File: src/rtl/ej32_boot_loader.sv
// Boot loader ahead of the eJ32 core: copies the eForth ROM image into RAM,
// holds the core in reset until the copy completes, and reports cold vector and checksum.
module ej32_boot_loader #(
  parameter int unsigned MEM0     = 'h0,
  parameter int unsigned ROM_SZ   = 8192,
  parameter int unsigned ROM_WAIT = 3,
  parameter int unsigned ASZ      = 17
) (
  input  logic           clk,
  input  logic           rst,
  input  logic           reload,
  output logic [ASZ-1:0] rom_a,
  input  logic [7:0]     rom_d,
  output logic           ram_we,
  output logic [ASZ-1:0] ram_a,
  output logic [7:0]     ram_d,
  output logic           core_hold,
  output logic           busy,
  output logic           done,
  output logic [15:0]    cold,
  output logic [7:0]     csum,
  output logic [1:0]     dbg_state
);

  localparam int unsigned OW = $clog2(ROM_SZ);
  localparam int unsigned WW = (ROM_WAIT < 2) ? 1 : $clog2(ROM_WAIT + 1);
  localparam logic [OW-1:0] LAST  = OW'(ROM_SZ - 1);
  localparam logic [WW-1:0] WLOAD = WW'(ROM_WAIT);

  // Encoding is visible on dbg_state: IDLE=0 FETCH=1 WRITE=2 DONE=3.
  typedef enum logic [1:0] {
    S_IDLE  = 2'd0,
    S_FETCH = 2'd1,
    S_WRITE = 2'd2,
    S_DONE  = 2'd3
  } state_t;

  state_t         state_q, state_d;
  logic [OW-1:0]  offset_q, offset_d;
  logic [WW-1:0]  wcnt_q, wcnt_d;
  logic [7:0]     byte_q, byte_d;
  logic [7:0]     csum_q, csum_d;
  logic [15:0]    cold_q, cold_d;
  logic           hold_q, hold_d;

  always_ff @(posedge clk) begin
    if (!rst) begin
      state_q  <= S_IDLE;
      offset_q <= '0;
      wcnt_q   <= '0;
      byte_q   <= '0;
      csum_q   <= '0;
      cold_q   <= '0;
      hold_q   <= 1'b1;
    end else begin
      state_q  <= state_d;
      offset_q <= offset_d;
      wcnt_q   <= wcnt_d;
      byte_q   <= byte_d;
      csum_q   <= csum_d;
      cold_q   <= cold_d;
      hold_q   <= hold_d;
    end
  end

  always_comb begin
    state_d  = state_q;
    offset_d = offset_q;
    wcnt_d   = wcnt_q;
    byte_d   = byte_q;
    csum_d   = csum_q;
    cold_d   = cold_q;
    hold_d   = hold_q;
    case (state_q)
      S_IDLE: begin
        state_d = S_FETCH;
        wcnt_d  = WLOAD;
      end
      S_FETCH: begin
        // rom_a has been stable since entry; sample once the wait has elapsed.
        if (wcnt_q != '0) begin
          wcnt_d = wcnt_q - WW'(1);
        end else begin
          byte_d  = rom_d;
          state_d = S_WRITE;
        end
      end
      S_WRITE: begin
        csum_d = csum_q + byte_q;
        if (offset_q == OW'(1)) cold_d[15:8] = byte_q;
        if (offset_q == OW'(2)) cold_d[7:0]  = byte_q;
        if (offset_q == LAST) begin
          state_d = S_DONE;
          hold_d  = 1'b0;
        end else begin
          offset_d = offset_q + OW'(1);
          wcnt_d   = WLOAD;
          state_d  = S_FETCH;
        end
      end
      S_DONE: begin
        if (reload) begin
          hold_d   = 1'b1;
          offset_d = '0;
          csum_d   = '0;
          cold_d   = '0;
          wcnt_d   = WLOAD;
          state_d  = S_FETCH;
        end
      end
      default: state_d = S_IDLE;
    endcase
  end

  // busy covers the IDLE cycle right after release, hence the rst term.
  assign busy      = ((state_q == S_IDLE) && rst) || (state_q == S_FETCH) || (state_q == S_WRITE);
  assign done      = (state_q == S_DONE);
  assign ram_we    = (state_q == S_WRITE);
  assign rom_a     = ASZ'(offset_q);
  assign ram_a     = ASZ'(MEM0) + ASZ'(offset_q);
  assign ram_d     = byte_q;
  assign core_hold = hold_q;
  assign cold      = cold_q;
  assign csum      = csum_q;
  assign dbg_state = state_q;

endmodule

File: config.mk
export PLATFORM = sky130hd
export DESIGN_NAME = ej32_boot_loader
export DESIGN_NICKNAME = d
export VERILOG_FILES = /design/src/rtl/ej32_boot_loader.sv
export SDC_FILE = /design/constraint.sdc
export NUM_CORES = 1
export LEC_CHECK = 0
export CORE_ASPECT_RATIO = 1.5
export CORE_MARGIN = 2
export CORE_UTILIZATION = 40
export DETAILED_ROUTE_END_ITERATION = 16
export GPL_ROUTABILITY_DRIVEN = 0
export PLACE_DENSITY = 0.69
export RECOVER_POWER = 100
export SYNTH_ARGS = -nofsm -noshare
export SYNTH_HDL_FRONTEND = slang
export SYNTH_SLANG_ARGS = --single-unit
File: constraint.sdc
create_clock -name clk -period 4.8 [get_ports clk]
set_input_delay 0.72 -clock clk [delete_from_list [all_inputs] [get_ports clk]]
set_output_delay 0.72 -clock clk [all_outputs]
set_load 0.02 [all_outputs]
==> impl_metrics.csv <==
group,metric,value,unit
status,status,"finished, violations left",
status,violations,"capacitance limit, slew limit",
floorplanning,row_count,37,
timing,worst_pin_slew,1840,ps
timing,min_period_over_period,73.5,%
power_and_ir_drop,pwr-share-comb,18.4,%
power_and_ir_drop,power.internal,0.000650,W
synthesis,synth_seq_cells,50,
synthesis,synth_cells,332,
floorplanning,core_area,0.00685,mm²
final_layout,syn2layout_area_growth,26.3,%
clock_network,cts_tree,"yes",
placement,numPortBuffers,74,
final_layout,final_cell_mix,"dlygate4sd3_1, dfxtp_1, nand2_1",
worst_setup_path,endpoint_kind,"register",
power_and_ir_drop,switching_share,28.9,%
floorplanning,die-height,107,µm
timing,hold_viol_final,0,
synthesis,netlist_area,0.00283,mm²
floorplanning,die_w,72.6,µm
synthesis,synth_edf_count,0,
worst_setup_path,rrSetupSlack,2130,ps
timing,setup_viol,0,
drt,drc_errors,0,
timing,drv_slew,47,
power_and_ir_drop,seq_power_share,49.3,%
timing,finClkSkew,5.67,ps
clock_network,post_cts_resized,0,
floorplanning,start_util,41.3,%
clock_network,cts_hold_buf,0,
worst_setup_path,crit_arrival,3750,ps
global_routing,grt_overflow,0,
worst_setup_path,r2r_cells,6,
synthesis,async_reset_ff_share,0,%
worst_setup_path,slowest_stage,"clkbuf_1",
final_layout,diodes,0,
flow_run,maxCapViolCount,1,
worst_setup_path,reg2reg_to,"offset_q[12]",
global_routing,grt_pass1_wl,11400,µm
worst_setup_path,max_stage_delay,1350,ps
drt,drtIter0Drc,61,
placement,dp.cells,455,
global_routing,grt_pass1_vias,2383,
timing,holdWs,507,ps
final_layout,drive_gt1_share,5.45,%
final_layout,fillers,669,
clock_network,cts_setup_buffers,0,
worst_setup_path,setup.worst_path.start_class,"primary input",
global_routing,antenna_found_initial,0,
clock_network,cts-root-buf,"clkbuf_8",
power_and_ir_drop,power_density,256,mW/mm²
drt,avgRoutedWirePerCell,15.1,µm
final_layout,finalNonFillerCells,463,
worst_setup_path,regToRegStartpoint,"dbg_state[0]",
worst_hold_path,hold_path_depth,2,
worst_hold_path,hold_class,"reg -> reg",
timing,period_minus_slack,3530,ps
global_routing,gr-usage-all-layers,18.4,%
power_and_ir_drop,p_sw,0.000264,W
timing,fmax,284,MHz
global_routing,grt_max_degree,47,
timing,setup-tns-final,0,ps
timing,max_slew_margin,-23.0,%
power_and_ir_drop,ir_worst_vdd,0.225,mV
final_layout,fin_nets,412,
clock_network,clk_latency,300,ps
worst_setup_path,crit_chain,"dlygate4sd3_1, clkbuf_1, o21ai_1, a21oi_1",
clock_network,clk_pin_slew,90,ps
clock_network,ctsLongestPathBuffers,2,
power_and_ir_drop,pwr-share-clk,32.4,%
drt,vias,2488,
worst_hold_path,holdPathEnd,"csum[6]",
worst_setup_path,crit_type,"in -> reg",
synthesis,seq_area_frac_synth,35.4,%
worst_setup_path,crit_path_max_fanout,46,
clock_network,htreeDepth,2,
synthesis,netlist-cell-type-count,53,
clock_network,cts.sinks,50,
worst_hold_path,holdCritStartpoint,"csum[6]",
synthesis,yosys_warnings,0,
drt,via_per_inst,5.37,
clock_network,cts_made_buffers,5,
power_and_ir_drop,p_leak,1.57,nW
floorplanning,die_area,0.00777,mm²
drt,ant_nets,0,
final_layout,mostFrequentLayoutCell,"dlygate4sd3_1",
floorplanning,io_pins,83,
synthesis,avgSynthCellArea,8.51,µm²
worst_setup_path,required,5020,ps
drt,routed_wl,6970,µm
synthesis,synth_ff_type,"dfxtp_1",
placement,dpl.hpwl,5090,µm
timing,grt_setup_unrepaired,"false",
drt,first_pass_iters,4,
sequential cells by signal, indices dropped and copies added, names as in the netlist:
name / count
offset_q: 13
core_hold: 1
wcnt_q: 2
ram_d: 8
csum: 8
dbg_state: 2
cold: 16
power by group through the flow:
stage	Sequential, W	Combinational [W]	Clock, W
after floorplan	0.000468	0.000104	0
after global placement	0.000460	0.000171	0
after detailed placement	0.000460	0.000176	0
after CTS	0.000451	0.000177	0.000303
after global routing	0.000454	0.000186	0.000314
final	0.000450	0.000168	0.000296
per-layer routing:
metal / wire, µm / share of wire (%) / vias up / track usage (%)
li1: - / - / 1230 / -
met1: 2900 / 42 / 1174 / 22.2
met2: 3570 / 51 / 70 / 31.6
met3: 288 / 4.1 / 14 / 3.01
met4: 210 / 3.0 / 0 / 7.80
met5: 0 / 0 / - / 0
worst max-delay path by stage:
stage,start,to,slack [ps],cells past startpoint
after CTS,dbg_state[0],busy,1960,4
final,rst,offset_q[12],1270,4
after detailed placement,rst,busy,2020,3
after floorplan,dbg_state[0],busy,2640,4
after global routing,rst,offset_q[8],1010,4
after global placement,rst,busy,2010,3
cells by family (layout without fill, tap and decap cells):
| group | count (synthesis) | after routing | share of synthesized area (%) |
|---|---|---|---|
| AO/OA/AOI/OAI | 69 | 69 | 17.4 |
| XOR/XNOR | 12 | 12 | 3.72 |
| adder cells (fa/ha/maj) | 17 | 17 | 7.79 |
| buffers and inverters | 46 | 92 | 9.43 |
| flip-flops | 50 | 50 | 35.4 |
| multiplexers | 2 | 2 | 0.885 |
| other | 1 | 8 | 0.133 |
| AND/OR/NAND/NOR | 135 | 135 | 25.2 |
worst max-delay path: cells and delay by family:
kind                   cells  cell delay (ps)
buffers and inverters      2             1960
AOI/OAI and AO/OA          2             1050
synthesized netlist by cell type (all sizes together) (2+ instances only):
master	count	area [µm²]
a21boi	12	90.1
and3	16	100
nor4	6	52.6
xnor2	11	96.3
nor2	30	115
o21a	17	128
inv	9	33.8
nand4	3	25.0
nand2	33	129
and4	3	27.5
a211oi	2	15.0
nand3	19	95.1
a21oi	12	63.8
o21bai	2	15.0
nand3b	2	15.0
a22oi	3	22.5
dfxtp	50	1000
a21o	2	15.0
clkbuf	11	41.3
or3	2	12.5
ha	16	200
nor2b	5	33.8
o211a	3	30.0
or2	2	12.5
o21ai	10	50.0
nor3	6	30.0
buf	26	191
nor3b	4	30.0
nor4b	2	17.5
through the flow:
stage	worst slack [ps]	power [W]	area, µm²	util [%]
floorplan	2640	0.000572	2850	-
global route	1010	0.000954	3570	52.1
finish	1270	0.000914	3570	52.1
global placement	2010	0.000631	3470	50.6
CTS	1960	0.000931	3570	52.2
detailed placement	2020	0.000636	3470	50.6
final cells by class:
type | instances | area (µm²) | area share [%]
sequential | 50 | 1000 | 28.1
multi-input combinational | 243 | 1580 | 44.4
tap | 78 | 97.6 | 2.73
clock buffer | 5 | 68.8 | 1.93
clock inverter | 3 | 40.0 | 1.12
inverter | 9 | 33.8 | 0.947
timing repair buffer | 75 | 744 | 20.9
No activity file was read; power rests on OpenSTA's default activity.
